--- config.mk ---
export PLATFORM = sky130hd
export DESIGN_NAME = uart_tx_serializer
export DESIGN_NICKNAME = d
export VERILOG_FILES = /design/src/rtl/uart_pkg.sv /design/src/rtl/uart_tx_bit_timer.sv /design/src/rtl/uart_tx_serializer.sv
export SDC_FILE = /design/constraint.sdc
export NUM_CORES = 1
export LEC_CHECK = 0
export ABC_AREA = 1
export ABC_CLOCK_PERIOD_IN_PS = 7400
export BUFFER_PORTS_ARGS = -buffer_cell sky130_fd_sc_hd__buf_2
export CAP_MARGIN = 10
export CORE_UTILIZATION = 62
export CTS_CLUSTER_DIAMETER = 60
export CTS_CLUSTER_SIZE = 8
export DETAILED_ROUTE_END_ITERATION = 12
export PLACE_DENSITY = 0.84
export RECOVER_POWER = 50
export SYNTH_ARGS = -nofsm -noshare
export SYNTH_HDL_FRONTEND = slang
export SYNTH_HIERARCHICAL = 1
export SYNTH_SLANG_ARGS = --single-unit
--- constraint.sdc ---
create_clock -name clk -period 7.4 [get_ports clk]
set_input_delay 0.37 -clock clk [delete_from_list [all_inputs] [get_ports clk]]
set_output_delay 0.37 -clock clk [all_outputs]
set_load 0.01 [all_outputs]
--- src/rtl/uart_pkg.sv ---
// Shared UART definitions: frame states, parity selectors and line levels,
// used by both the transmit and the receive paths.
package uart_pkg;

  typedef enum logic [2:0] {
    IDLE   = 3'd0,
    START  = 3'd1,
    DATA   = 3'd2,
    PARITY = 3'd3,
    STOP   = 3'd4
  } uart_state_t;

  localparam logic PAR_EVEN  = 1'b0;
  localparam logic PAR_ODD   = 1'b1;
  localparam logic START_BIT = 1'b0;
  localparam logic STOP_BIT  = 1'b1;

endpackage

--- src/rtl/uart_tx_bit_timer.sv ---
// Bit-time counter: counts 0..eff_prescale-1 and flags the last cycle of each
// bit. The receive path's edge counter has the same shape.
module uart_tx_bit_timer #(
  parameter int PRESCALE_WIDTH = 8
) (
  input  logic                      clk,
  input  logic                      rst,
  input  logic                      restart,
  input  logic [PRESCALE_WIDTH-1:0] eff_prescale,
  output logic                      bit_done
);

  logic [PRESCALE_WIDTH-1:0] count;

  assign bit_done = (count == (eff_prescale - PRESCALE_WIDTH'(1)));

  // Counter wraps on the last cycle of a bit and is held at zero while restarting.
  always_ff @(posedge clk) begin
    if (rst) begin
      count <= '0;
    end else if (restart) begin
      count <= '0;
    end else if (bit_done) begin
      count <= '0;
    end else begin
      count <= count + PRESCALE_WIDTH'(1);
    end
  end

endmodule

--- src/rtl/uart_tx_serializer.sv ---
// UART transmit serializer: valid/ready byte input, start + LSB-first data +
// optional parity + one stop bit, each bit held for max(prescale,1) clocks.
module uart_tx_serializer
  import uart_pkg::*;
#(
  parameter int DATA_WIDTH     = 8,
  parameter int PRESCALE_WIDTH = 8
) (
  input  logic                      clk,
  input  logic                      rst,
  input  logic [PRESCALE_WIDTH-1:0] prescale,
  input  logic                      par_en,
  input  logic                      par_typ,
  input  logic [DATA_WIDTH-1:0]     data_in,
  input  logic                      data_valid,
  output logic                      data_ready,
  output logic                      tx_out,
  output logic                      busy
);

  localparam int IDX_W = (DATA_WIDTH > 1) ? $clog2(DATA_WIDTH) : 1;
  localparam logic [IDX_W-1:0] LAST_IDX = IDX_W'(DATA_WIDTH - 1);

  function automatic logic parity_bit(input logic [DATA_WIDTH-1:0] d, input logic typ);
    return (^d) ^ (typ == PAR_ODD);
  endfunction

  uart_state_t               state;
  uart_state_t               next_state;
  logic [DATA_WIDTH-1:0]     data_l;
  logic                      par_en_l;
  logic                      par_typ_l;
  logic [PRESCALE_WIDTH-1:0] presc_l;
  logic [PRESCALE_WIDTH-1:0] eff_in;
  logic [IDX_W-1:0]          bit_idx;
  logic [IDX_W-1:0]          bit_idx_next;
  logic                      tx_next;
  logic                      bit_done;
  logic                      transfer;

  assign eff_in     = (prescale == '0) ? PRESCALE_WIDTH'(1) : prescale;
  assign data_ready = !rst && ((state == IDLE) || ((state == STOP) && bit_done));
  assign transfer   = data_valid && data_ready;

  uart_tx_bit_timer #(
    .PRESCALE_WIDTH(PRESCALE_WIDTH)
  ) u_bit_timer (
    .clk          (clk),
    .rst          (rst),
    .restart      (state == IDLE),
    .eff_prescale (presc_l),
    .bit_done     (bit_done)
  );

  // Next-state and data-bit index selection.
  always_comb begin
    next_state   = state;
    bit_idx_next = bit_idx;
    case (state)
      IDLE: begin
        if (transfer) next_state = START;
        else          next_state = IDLE;
      end
      START: begin
        if (bit_done) begin
          next_state   = DATA;
          bit_idx_next = '0;
        end else begin
          next_state = START;
        end
      end
      DATA: begin
        if (bit_done) begin
          if (bit_idx == LAST_IDX) begin
            next_state = par_en_l ? PARITY : STOP;
          end else begin
            bit_idx_next = bit_idx + IDX_W'(1);
          end
        end else begin
          next_state = DATA;
        end
      end
      PARITY: begin
        if (bit_done) next_state = STOP;
        else          next_state = PARITY;
      end
      STOP: begin
        if (bit_done) next_state = transfer ? START : IDLE;
        else          next_state = STOP;
      end
      default: next_state = IDLE;
    endcase
  end

  // Line level for the next cycle; registered below so tx_out never glitches.
  always_comb begin
    tx_next = STOP_BIT;
    case (next_state)
      IDLE:    tx_next = STOP_BIT;
      START:   tx_next = START_BIT;
      DATA:    tx_next = data_l[bit_idx_next];
      PARITY:  tx_next = parity_bit(data_l, par_typ_l);
      STOP:    tx_next = STOP_BIT;
      default: tx_next = STOP_BIT;
    endcase
  end

  // Frame state, outputs, and frame settings captured at each transfer.
  always_ff @(posedge clk) begin
    if (rst) begin
      state     <= IDLE;
      bit_idx   <= '0;
      tx_out    <= STOP_BIT;
      busy      <= 1'b0;
      data_l    <= '0;
      par_en_l  <= 1'b0;
      par_typ_l <= PAR_EVEN;
      presc_l   <= PRESCALE_WIDTH'(1);
    end else begin
      state   <= next_state;
      bit_idx <= bit_idx_next;
      tx_out  <= tx_next;
      busy    <= (next_state != IDLE);
      if (transfer) begin
        data_l    <= data_in;
        par_en_l  <= par_en;
        par_typ_l <= par_typ;
        presc_l   <= eff_in;
      end else begin
        data_l    <= data_l;
        par_en_l  <= par_en_l;
        par_typ_l <= par_typ_l;
        presc_l   <= presc_l;
      end
    end
  end

endmodule

# Word level (Yosys, flattened, before mapping)
# Index checks and enable logic that the tools add are counted.
[classes]
add_sub_neg = 3
magnitude_cmp = 1
eq_ne = 9
n_mux = 16
bitwise_logic = 1
reduce_logical = 10
[op_table]
columns = ["op", "count"]
rows = [
  ["two-way mux 3 bit", 8],
  ["one-hot mux 3 bit (5 select lines)", 1],
  ["equality test 3 x 2 -> 1 bit (second input constant)", 4],
  ["adder 8 x 1 -> 8 bit (second input constant)", 1],
  ["equality test 8 bit", 1],
  ["zero test 8 bit", 1],
  ["two-way mux 8 bit", 1],
  ["XOR reduction 8 bit", 1],
  ["subtractor 8 x 1 -> 8 bit (second input constant)", 1],
  ["equality test 3 x 1 -> 1 bit (second input constant)", 2],
  ["equality test 3 bit (second input constant)", 2],
  ["one-hot mux 3 bit (2 select lines)", 1],
  ["less-than comparator 3 x 4 -> 1 bit (second input constant)", 1],
  ["adder 3 x 1 -> 3 bit (second input constant)", 1],
  ["binary-select mux 1 bit (select 3 bit)", 1],
  ["logical AND 1 bit", 3],
  ["zero test 3 bit", 1],
  ["one-hot mux 1 bit (3 select lines)", 1],
  ["nonzero test 3 bit", 1],
  ["OR reduction 3 bit", 1],
  ["two-way mux 1 bit", 2],
  ["two-way mux 2 bit", 1],
  ["zero test 1 bit", 1],
  ["logical OR 1 bit", 1],
  ["bitwise XOR 1 bit", 1],
]
[word_totals]
regBits = 34
in_bits = 21
output_inout_bits = 3
word_cells = 49

# Logic depth before layout (Yosys ltp)
[logic_depth]
word_depth = 11
mapped_depth = 21
depth_no_buf = 21

# Cells and area by module
# The synthesis kept the hierarchy.
[by_module_without_submodules]
columns = ["mod", "instances", "cells_each", "area_each_um2", "seq_area_each_um2"]
rows = [
  ["uart_tx_serializer", 1, 201, 1376.3, 520.5],
  ["uart_tx_bit_timer", 1, 99, 643.1, 160.2],
]

# Least setup slack after synthesis
# No wires, ideal clock.
[synth_timing]
path_type = "reg2reg"
start = "reg presc_l[0]"
end = "reg tx_out"
setup_ns = 0.120
arrival_ns = 2.206
required_ns = 7.280
setup_slack_ns = 5.074
path_stages_with_launch = 18
n_path_buf = 0
synth_period_minus_slack_ns = 2.326
cell_sequence = "dfxtp_1 inv_1 ha_1 xor2_1 nand2_1 nor2_1 nand3_2 nor2_1 inv_2 a21oi_2 nand2_2 nor2_4 nor2_1 o21ai_2 inv_2 and2_4 nor2_2 nand3_1"
[synth_between]
elab_chain_len = 11
elab_cells_between_ends = 21
cone_classes = "add/sub (1); eq/ne (4); mux (12); reduce/logical (4)"
[synth_lines]
columns = ["item", "line_no", "source"]
rows = [
  ["start, declared", "uart_tx_serializer.sv:33", "logic [PRESCALE_WIDTH-1:0] presc_l;"],
  ["start signal, assigned", "uart_tx_serializer.sv:128", "presc_l <= eff_in;"],
  ["start signal, assigned", "uart_tx_serializer.sv:133", "presc_l <= presc_l;"],
  ["subtractor 8 x 1 -> 8 bit (*)", "uart_tx_bit_timer.sv:15", "assign bit_done = (count == (eff_prescale - PRESCALE_WIDTH'(1)));"],
  ["equality test 8 bit (*)", "uart_tx_bit_timer.sv:15", ""],
  ["net bit_done", "uart_tx_serializer.sv:38", "logic bit_done;"],
  ["logical AND 1 bit", "uart_tx_serializer.sv:42", "assign data_ready = !rst && ((state == IDLE) || ((state == STOP) && bit_done));"],
  ["logical OR 1 bit", "uart_tx_serializer.sv:42", ""],
  ["logical AND 1 bit", "uart_tx_serializer.sv:42", ""],
  ["logical AND 1 bit", "uart_tx_serializer.sv:43", "assign transfer = data_valid && data_ready;"],
  ["two-way mux 1 bit", "uart_tx_serializer.sv:61, uart_tx_serializer.sv:88", ""],
  ["two-way mux 3 bit", "uart_tx_serializer.sv:88", "if (bit_done) next_state = transfer ? START : IDLE;"],
  ["one-hot mux 3 bit (5 select lines)", "uart_tx_serializer.sv:59", "case (state)"],
  ["equality test 3 x 2 -> 1 bit or equality test 3 x 1 -> 1 bit (tied branches)", "uart_tx_serializer.sv:98", "case (next_state)"],
  ["one-hot mux 1 bit (3 select lines) (*)", "uart_tx_serializer.sv:98", ""],
  ["end signal, assigned", "uart_tx_serializer.sv:122", "tx_out <= tx_next;"],
  ["end, declared", "uart_tx_serializer.sv:17", "output logic tx_out,"],
]
# The timed path passes the listed nets; every way through them passes the cells marked *. The select of a mux whose other input is x is not followed.
# A chain may end at the register's enable or synchronous reset.

# Final worst setup path
[layout_timing]
start = "reg presc_l[0]"
end = "reg par_en_l"
[layout_between]
elab_chain_len = 6
[layout_lines]
columns = ["item", "line_no", "source"]
rows = [
  ["subtractor 8 x 1 -> 8 bit", "uart_tx_bit_timer.sv:15", ""],
  ["equality test 8 bit", "uart_tx_bit_timer.sv:15", ""],
  ["net bit_done", "uart_tx_serializer.sv:38", ""],
  ["logical AND 1 bit", "uart_tx_serializer.sv:42", ""],
  ["logical OR 1 bit", "uart_tx_serializer.sv:42", ""],
  ["logical AND 1 bit", "uart_tx_serializer.sv:42", ""],
  ["logical AND 1 bit", "uart_tx_serializer.sv:43", ""],
  ["end signal, assigned", "uart_tx_serializer.sv:126", "par_en_l <= par_en;"],
  ["end signal, assigned", "uart_tx_serializer.sv:131", "par_en_l <= par_en_l;"],
  ["end, declared", "uart_tx_serializer.sv:31", "logic par_en_l;"],
]
# The timed path passes the listed nets, and every way through them passes these cells.

==> results_dict.tcl <==
set metrics [dict create \
    area_growth_pct 8.49 \
    tritoncts "built" \
    post_cts_resize_count 0 \
    finalSetupViolCount 0 \
    global_route.usage.total 0.252 \
    p_leak_nw 0.987 \
    finalSetupTns_ns 0 \
    worst_hold_path_type "input port to flop" \
    fin_hold_ws_ns 0.217 \
    powerDensity_nw_per_um2 263 \
    yosys_warnings 6 \
    dp_hpwl_microns 3020 \
    ir_drop_v 0.000152 \
    cp-end-kind "flop" \
    fin_util 0.712 \
    wl_per_cell_microns 10.7 \
    clock_skew_ns 0.0103 \
    critPathArrivalTime_ns 4.21 \
    port_buffers 23 \
    crit_type "flop to flop" \
    startpoint_type "flop" \
    synthDistinctLibCells 32 \
    core_area_sq_um 3080 \
    synth-main-ff-cell "dfxtp_1" \
    clk_pin_slew_worst_paths_ns 0.12 \
    crit_fanout 27 \
    synth_edf_count 0 \
    insertion_delay_ns 0.34 \
    cts_setup_buffers 0 \
    max_freq_mhz 251 \
    cts_buffers 5 \
    placementRows 20 \
    yosys-top-cells-area "dfxtp_1 34%, nand2_1 16%, nand3_1 6.4%" \
    outcome "complete, no violations" \
    yosysTopAreaCellShare 0.337 \
    seqPwrFrac 0.421 \
    slew-limit-headroom 0.107 \
    synthesis.instances 300 \
    swShare 0.378 \
    drive_gt1_frac 0.155 \
    grt_pass1_wl_microns 6640 \
    drt_iter0_drc 108 \
    ys_seq_elements 34 \
    clock_path_buffers 2 \
    die_w_microns 59.1 \
    worst_pin_slew_ns 1.33 \
    fin_nets 345 \
    drtPass1Iterations 4 \
    ant_nets 0 \
    fin_crit_sh 0.538 \
    htree_num_levels 2 \
    power_frac_comb 0.340 \
    p_int_mw 0.358 \
    synth-async-reset-ratio 0 \
    route.detailed.drc 0 \
    critical-path-top-delay-family "simple AND/OR/NAND/NOR gates" \
    clock_sinks 34 \
    n_antenna_cell 0 \
    start_util 0.656 \
    grt-ovfl-total 0 \
    slowest_stage "nor2_1" \
    grt_pass1_vias 1549 \
    syn_area_sq_um 2020 \
    switching_power_mw 0.218 \
    path_buf_inv 3 \
    num_vias 1843 \
    clockPowerShare 0.239 \
    viasPerCell 5.04 \
    maxSlewViolCount 0 \
    post-place-cells 358 \
    syn_area_per_cell_sq_um 6.73 \
    crit_path_frequent_cell "nor2_1" \
    syn_nets 324 \
    rsz0062_at_grt "false" \
    wl_microns 3910 \
    synth.largest_area_cell "dfxtp_1" \
    layout_min_cycle_time_ns 3.98 \
    finalHoldViolations 0 \
    postCtsHoldBufs 0 \
    die_h_microns 59.1 \
    critPathRequiredTime_ns 7.63 \
    grt_max_degree 28 \
    yosysMostFrequentCell "nand2_1" \
    io_pins 24 \
    worstPathCellList "inv_1 > ha_1 > xor2_1 > nand2_1 > nor2_1 > nand3_2 > nor2_1 > clkinv_1 > a21oi_1 > nand2_2 > nor2_1 > inv_2 > o21ai_0 > a21oi_1" \
    clock-root-buffer "clkbuf_4" \
    final_cell_count_no_fill 366 \
    synth_common_cells "84 x nand2_1, 34 x dfxtp_1, 34 x inv_1" \
    cpPeakStageDelay_ns 1.00 \
    drv_cap 0 \
    ys_seq_area_frac 0.337 \
    globalplace.congestion 0.898 \
    antenna_found_initial 0 \
    dieArea_sq_um 3490 \
]
## worst paths after layout
kind / cells after the start / slack (ns) / end / start
worst min register to register: 1 / 0.50 / u_bit_timer/count[0] / u_bit_timer/count[0]
worst max register to register: 14 / 3.42 / par_en_l / presc_l[0]
worst max-delay path: 14 / 3.42 / par_en_l / presc_l[0]
worst min-delay path: 3 / 0.22 / data_l[4] / data_in[4]
## kinds of logic after synthesis
group           share of synthesized area
simple gates                        0.352
compound gates                      0.107
fa+ha+maj                          0.0186
xor+xnor                           0.0867
flops                               0.337
buf+inv                            0.0985
## placed cells by master, fill, tap and decap left out, types with 2 or more instances in the layout
| cell | netlist | routed |
|---|---|---|
| ha_1 | 3 | 3 |
| clkbuf_4 | 0 | 5 |
| a21oi_1 | 7 | 9 |
| buf_2 | 6 | 21 |
| nand3_2 | 2 | 2 |
| clkinvlp_4 | 0 | 2 |
| xor2_1 | 12 | 12 |
| nand2_1 | 84 | 84 |
| dfxtp_1 | 34 | 34 |
| nor2_1 | 24 | 25 |
| nor2_2 | 7 | 7 |
| o21ai_1 | 4 | 4 |
| nand2_2 | 4 | 4 |
| inv_1 | 34 | 34 |
| o21ai_0 | 17 | 17 |
| nand3_1 | 26 | 26 |
| nand4_1 | 4 | 4 |
| clkbuf_1 | 1 | 2 |
| clkinv_1 | 1 | 2 |
| inv_2 | 4 | 3 |
| o211ai_1 | 3 | 3 |
| nor3_1 | 2 | 2 |
| xnor2_1 | 8 | 8 |
## power by group through the flow
stage | sequential, mW | combinational [mW] | clock [mW]
floorplan | 0.235 | 0.181 | 0
global placement | 0.246 | 0.200 | 0
detailed placement | 0.247 | 0.205 | 0
CTS | 0.242 | 0.206 | 0.140
global route | 0.246 | 0.222 | 0.150
finish | 0.242 | 0.196 | 0.138
## layer usage
metal / vias up / track usage / share of wire
li1: 985 / - / -
met1: 801 / 0.358 / 0.52
met2: 54 / 0.373 / 0.43
met3: 3 / 0.0633 / 0.045
met4: 0 / 0.0850 / 0.0054
met5: - / 0 / 0
## stage by stage
| stage | setup slack [ns] | total power, mW | area, sq um |
|---|---|---|---|
| after floorplan | 5.07 | 0.416 | 2020 |
| after global routing | 2.90 | 0.618 | 2190 |
| final | 3.42 | 0.576 | 2190 |
| after CTS | 4.22 | 0.588 | 2220 |
| after global placement | 4.30 | 0.446 | 2140 |
| after detailed placement | 4.24 | 0.451 | 2140 |
## worst min-delay path, delay by kind of cell
kind            cells  cell delay (ns)
buf+inv             1             0.07
compound gates      1             0.05
simple gates        1             0.04
## state kept, by name, indices dropped and copies added (netlist names)
signal,flops
par_typ_l,1
tx_out,1
bit_idx,3
busy,1
u_bit_timer/count,8
par_en_l,1
state,3
presc_l,8
data_l,8
## area by class of cell
class / count / area, sq um
multi-input cells: 218 / 1110
fillers: 287 / 887
flip-flops and latches: 34 / 681
inverters: 39 / 146
repair buffers: 23 / 113
well taps: 44 / 55.1
clock inverters: 3 / 45.0
clock buffers: 5 / 37.5
(Power assumes the default switching activity.)
